<file path="config.mk">
export PLATFORM = sky130hd
export DESIGN_NAME = fir_mac_sequencer
export DESIGN_NICKNAME = d
export VERILOG_FILES = /design/src/rtl/fir_pkg.sv /design/src/rtl/fir_mac.sv /design/src/rtl/fir_mac_sequencer.sv
export SDC_FILE = /design/constraint.sdc
export NUM_CORES = 1
export LEC_CHECK = 0
export ABC_CLOCK_PERIOD_IN_PS = 6600
export CORE_UTILIZATION = 34
export CTS_CLUSTER_DIAMETER = 40
export CTS_CLUSTER_SIZE = 28
export DETAILED_ROUTE_END_ITERATION = 10
export GPL_TIMING_DRIVEN = 0
export PLACE_DENSITY_LB_ADDON = 0.3
export REMOVE_ABC_BUFFERS = 1
export SLEW_MARGIN = 20
export SYNTH_ARGS = -nofsm -noshare
export SYNTH_HDL_FRONTEND = slang
export SYNTH_SLANG_ARGS = --single-unit
</file>
<file path="constraint.sdc">
create_clock -name clk_in -period 6.6 [get_ports clk_in]
set_clock_uncertainty 0.05 [all_clocks]
set_input_delay 0.99 -clock clk_in [delete_from_list [all_inputs] [get_ports clk_in]]
set_output_delay 0.99 -clock clk_in [all_outputs]
set_load 0.02 [all_outputs]
</file>
<file path="src/rtl/fir_pkg.sv">
// Shared constants, coefficient table and FSM state type for the FIR MAC sequencer.
// The coefficient set is a symmetric 9-tap lowpass whose taps sum to 256.
package fir_pkg;

   localparam int FIR_ORDER  = 8;
   localparam int FIR_TAPS   = FIR_ORDER + 1;
   localparam int COEF_WIDTH = 8;

   localparam logic [COEF_WIDTH-1:0] FIR_COEF [FIR_TAPS] = '{
      8'd7, 8'd17, 8'd32, 8'd46, 8'd52, 8'd46, 8'd32, 8'd17, 8'd7
   };

   typedef enum logic [1:0] {
      IDLE = 2'd0,
      ACC  = 2'd1,
      OUT  = 2'd2
   } fir_state_t;

   // Circular-buffer slot of x[n-k], given the write pointer already advanced
   // past the newest sample: (wp - 1 - k) mod 9, kept non-negative by adding 9.
   function automatic logic [3:0] tap_index(input logic [3:0] wp, input logic [3:0] k);
      logic [4:0] s;
      s = 5'(wp) + 5'd8 - 5'(k);
      return (s >= 5'd9) ? 4'(s - 5'd9) : 4'(s);
   endfunction

endpackage

</file>
<file path="src/rtl/fir_mac.sv">
// Single shared multiply-accumulate unit: acc <= acc + coef*sample when enabled.
// clear has priority over enable so a new sample starts from zero.
module fir_mac
   import fir_pkg::*;
#(
   parameter int SAMPLE_WIDTH = 10,
   parameter int ACC_WIDTH    = 22
) (
   input  logic                  clk_in,
   input  logic                  rst_in,
   input  logic                  clear,
   input  logic                  enable,
   input  logic [COEF_WIDTH-1:0] coef,
   input  logic [SAMPLE_WIDTH-1:0] sample,
   output logic [ACC_WIDTH-1:0]  acc
);

   logic [ACC_WIDTH-1:0] prod;

   assign prod = ACC_WIDTH'(coef) * ACC_WIDTH'(sample);

   // Accumulator register
   always_ff @(posedge clk_in) begin
      if (rst_in || clear)
         acc <= '0;
      else if (enable)
         acc <= acc + prod;
   end

endmodule

</file>
<file path="src/rtl/fir_mac_sequencer.sv">
// 9-tap lowpass FIR with one time-multiplexed multiplier.
// A sample is accepted in IDLE, nine ACC cycles walk the taps, and the result
// is held in OUT until the downstream handshake completes.
// Build option: define FIR_MAC_ROUND_EN to output (acc+128)>>8 (unity DC gain,
// round-half-up) instead of the raw accumulator.
module fir_mac_sequencer
   import fir_pkg::*;
#(
   parameter int INPUT_DATA_WIDTH  = 10,
   parameter int OUTPUT_DATA_WIDTH = 2*INPUT_DATA_WIDTH+2
) (
   input  logic                         clk_in,
   input  logic                         rst_in,
   input  logic                         s_valid,
   output logic                         s_ready,
   input  logic [INPUT_DATA_WIDTH-1:0]  s_data,
   output logic                         m_valid,
   input  logic                         m_ready,
   output logic [OUTPUT_DATA_WIDTH-1:0] m_data,
   output logic                         busy
);

   fir_state_t state, state_nxt;

   logic [INPUT_DATA_WIDTH-1:0]  smp_buf [FIR_TAPS];
   logic [3:0]                   wp;
   logic [3:0]                   k;
   logic [3:0]                   rd_idx;
   logic                         accept;
   logic                         mac_en;
   logic [OUTPUT_DATA_WIDTH-1:0] acc;
   logic [OUTPUT_DATA_WIDTH-1:0] result;

   // State register
   always_ff @(posedge clk_in) begin
      if (rst_in)
         state <= IDLE;
      else
         state <= state_nxt;
   end

   // Next state and handshake outputs; everything forced quiet while in reset
   always_comb begin
      state_nxt = state;
      s_ready   = 1'b0;
      m_valid   = 1'b0;
      busy      = 1'b0;
      accept    = 1'b0;
      mac_en    = 1'b0;
      case (state)
         IDLE: begin
            s_ready = 1'b1;
            accept  = s_valid;
            if (s_valid)
               state_nxt = ACC;
         end
         ACC: begin
            busy   = 1'b1;
            mac_en = 1'b1;
            if (k == 4'(FIR_ORDER))
               state_nxt = OUT;
         end
         OUT: begin
            busy    = 1'b1;
            m_valid = 1'b1;
            if (m_ready)
               state_nxt = IDLE;
         end
         default: state_nxt = IDLE;
      endcase
      if (rst_in) begin
         s_ready = 1'b0;
         m_valid = 1'b0;
         busy    = 1'b0;
         accept  = 1'b0;
         mac_en  = 1'b0;
      end
   end

   // Sample buffer, write pointer and tap index
   always_ff @(posedge clk_in) begin
      if (rst_in) begin
         for (int i = 0; i < FIR_TAPS; i++)
            smp_buf[i] <= '0;
         wp <= '0;
         k  <= '0;
      end else if (accept) begin
         smp_buf[wp] <= s_data;
         wp          <= (wp == 4'(FIR_ORDER)) ? 4'd0 : wp + 4'd1;
         k           <= '0;
      end else if (mac_en && (k != 4'(FIR_ORDER))) begin
         k <= k + 4'd1;
      end
   end

   assign rd_idx = tap_index(wp, k);

   fir_mac #(
      .SAMPLE_WIDTH (INPUT_DATA_WIDTH),
      .ACC_WIDTH    (OUTPUT_DATA_WIDTH)
   ) u_mac (
      .clk_in (clk_in),
      .rst_in (rst_in),
      .clear  (accept),
      .enable (mac_en),
      .coef   (FIR_COEF[k]),
      .sample (smp_buf[rd_idx]),
      .acc    (acc)
   );

`ifdef FIR_MAC_ROUND_EN
   logic [OUTPUT_DATA_WIDTH:0] acc_rnd;

   // One spare bit so the rounding constant cannot wrap
   assign acc_rnd = {1'b0, acc} + (OUTPUT_DATA_WIDTH+1)'(128);
   assign result  = OUTPUT_DATA_WIDTH'(acc_rnd >> 8);
`else
   assign result  = acc;
`endif

   // The accumulator is frozen in OUT, so the result is stable while waiting
   assign m_data = rst_in ? '0 : result;

endmodule

</file>
==> flow_summary.yaml <==
floorplanning:
  die_x_um: 187
  core_area_um2: 33600
  num_io_pins: 39
  die_y_um: 187
  fp-row-count: 67
  start_util_pct: 34.7
  dieArea_um2: 35000
global_route:
  grt_max_degree: 31
  grt_usage_pct: 18.1
  gr-total-overflow: 0
  grt_pass1_vias: 8711
  antenna_found_initial: 0
  grt_pass1_wl_mm: 48.8
place:
  dp_worst_setup_slack_ps: -2250
  dp_hpwl_mm: 21.3
  port_buffers: 38
  gp_congestion: 0.888
synthesis:
  synth-xor-area-share_pct: 1.20
  avgSynthCellArea_um2: 10.7
  synth_area_leaders: "edfxtp_1 41%, fa_1 8.2%, ha_1 6.3%"
  netlist_area_um2: 11700
  synthFlopType: "edfxtp_1"
  synth_top_family_by_area: "simple AND/OR/NAND/NOR gates"
  synthCells: 1093
  seq_area_frac_synth_pct: 46.7
  synthSimpleGateAreaFrac_pct: 15.6
  ys_ff_latch: 192
  synth_edf_count: 160
  yosysWarnings: 0
  synthArstFlopShare_pct: 0
  synthAdderAreaFrac_pct: 14.6
  synthMuxAreaShare_pct: 1.12
  synthDistinctLibCells: 55
  synth_compound_area_share_pct: 15.1
  yosysTopAreaCell: "edfxtp_1"
  netlist.area_leader.share_pct: 41.2
routing:
  drtAntennaViolNets: 0
  first_pass_iters: 7
  drt_iter0_drc: 577
  wire_per_inst_um: 19.5
  via_per_inst: 5.33
  wirelength_mm: 31.3
  drc: 0
  num_vias: 8557
sta:
  rsz0062_at_grt: "yes"
  maxSlewViolCount: 0
  period_share_pct: 110
  fin_crit_ps: 7250
  setup_viol: 15
  fin_ws_ps: -654
  max_slew.worst_pin.slew_ps: 1050
  max_freq_mhz: 138
  finalHoldViolCount: 0
  relSlewSlack_pct: 29.6
clocking:
  cts_tree: "built"
  htree_levels: 4
  clkSlewWorstSetupHoldPaths_ps: 80
  cts_buffers: 17
  cts_num_sinks: 192
  clock_latency_ps: 440
  clock-root-buffer: "clkbuf_16"
  clockBufferDepth: 2
hold_path:
  holdPathStages: 2
  worstHoldStart: "u_mac.acc[21]$_SDFFE_PP0P_"
  hold_class: "reg -> reg"
  holdPathEnd: "u_mac.acc[21]$_SDFFE_PP0P_"
final_layout:
  area_delta_synth_final_pct: 22.0
  antenna_cells: 0
  nFillCells: 3135
  drive_gt1_share_pct: 19.3
  nets: 1265
flow_run:
  maxCapViolations: 0
worst_setup_path:
  critPathLaunchType: "flip-flop"
  cp_max_fo: 5
  r2r-start: "k[1]$_SDFFE_PP0P_"
  reg2reg_to: "u_mac.acc[20]$_SDFFE_PP0P_"
  rr_worst_depth: 27
  worstPathRequired_ps: 6890
  crit_type: "reg -> reg"
  arrival_ps: 7550
  end_kind: "flip-flop"
  critPathLaunch: "k[1]$_SDFFE_PP0P_"
  reg2reg_slack_ps: -650
status:
  failed_checks: "negative setup slack"
  status: "complete, but fails checks"
## worst max-delay path by stage
stage                                             to  cells past startpoint
after global placement    u_mac.acc[21]$_SDFFE_PP0P_                     25
after global routing      u_mac.acc[20]$_SDFFE_PP0P_                     27
after CTS                 u_mac.acc[18]$_SDFFE_PP0P_                     26
final                     u_mac.acc[20]$_SDFFE_PP0P_                     27
after detailed placement  u_mac.acc[21]$_SDFFE_PP0P_                     25
after floorplan           u_mac.acc[17]$_SDFFE_PP0P_                     25
## timing repair
| item | 4_1_cts | 5_1_grt |
|---|---|---|
| pin swaps | 55 | 37 |
| hold buffers | 0 | 0 |
| setup buffers | 35 | 13 |
| gates cloned | 4 | 0 |
| endpoints found under the setup margin | 19 | 17 |
| resized for setup | 149 | 36 |
## layer usage
layer	vias up	track usage, %	part of all wire (%)
met4	0	4.73	1.7
met1	4241	23.6	45
met2	207	31.1	49
met5	-	0	0
met3	34	3.06	4.5
li1	4075	-	-
## cell usage in the layout (no fill, tap or decap), types with 13 or more instances in the layout
| cell | netlist | routed |
|---|---|---|
| edfxtp_1 | 160 | 160 |
| inv_1 | 113 | 102 |
| and2_1 | 96 | 92 |
| nor2_1 | 74 | 71 |
| a21oi_1 | 55 | 46 |
| ha_1 | 59 | 46 |
| o22ai_1 | 51 | 45 |
| fa_1 | 48 | 45 |
| buf_4 | 2 | 40 |
| clkdlybuf4s50_1 | 0 | 37 |
| nand2_1 | 32 | 31 |
| a31oi_1 | 42 | 31 |
| or3_1 | 28 | 27 |
| dfxtp_1 | 32 | 24 |
| nor3_1 | 29 | 18 |
| nor2b_1 | 18 | 17 |
| clkbuf_16 | 0 | 17 |
| mux2i_1 | 13 | 13 |
## synthesized netlist by cell type, types with 5 or more instances
cell	instances
a211oi_1	5
a21o_1	6
a21oi_1	55
a222oi_1	11
a31o_1	6
a31oi_1	42
and2_1	96
buf_2	10
clkbuf_1	42
dfxtp_1	32
edfxtp_1	160
fa_1	48
ha_1	59
inv_1	113
mux2i_1	13
nand2_1	32
nand2b_1	10
nand3_1	10
nand4_1	6
nor2_1	74
nor2b_1	18
nor3_1	29
o211ai_1	12
o21a_1	11
o21ai_0	21
o221ai_1	11
o22ai_1	51
o31ai_1	17
or2_2	9
or3_1	28
or4b_1	10
xnor2_1	6
xor2_1	5
## critical path, stage by stage (launching register included)
cell	delay, ps
dfxtp_4	360
inv_4	80
ha_4	200
ha_4	160
fa_2	470
xor2_4	220
nand4_1	160
a311o_2	480
a222oi_1	470
or4b_4	580
o21ai_4	140
o31ai_4	90
fa_1	500
inv_1	50
fa_1	510
inv_2	40
fa_1	470
fa_1	520
inv_2	50
ha_4	270
nand3_2	70
o211ai_1	300
o211ai_1	220
a21o_1	220
a21oi_2	160
buf_4	130
o21ai_2	60
mux2i_1	110
## final cells by class
type / instances / area (µm²) / area share, %
clock buffer: 18 / 429 / 3.02
clock inverter: 14 / 126 / 0.888
inverter: 113 / 432 / 3.03
multi-input combinational: 733 / 6370 / 44.8
sequential: 192 / 5470 / 38.5
tap: 448 / 561 / 3.94
timing repair buffer: 87 / 836 / 5.88
## stage by stage
step	utilization (%)	setup TNS [ps]	cells	area [µm²]	hold slack, ps
final	42.3	-7330	1605	14200	425
after global routing	42.3	-12060	1605	14200	440
after CTS	41.5	-6830	1594	13900	423
after detailed placement	37.0	-32910	1524	12500	412
after global placement	36.8	-54140	1521	12400	399
after floorplan	-	-17180	1035	11400	389
## logic make-up after synthesis
group / after synthesis
compound gates: 265
xor+xnor: 13
fa+ha+maj: 107
buf+inv: 171
flops: 192
mux: 13
simple gates: 332
## state kept, by name, summed over array words and instances, names as in the netlist
name and count:
wp 4, state 2, u_mac.acc 22, smp_buf 160, k 4
Power is left out: the tool's default activity adds up to more than one toggle a clock period on the data nets, which glitch-free logic cannot reach.
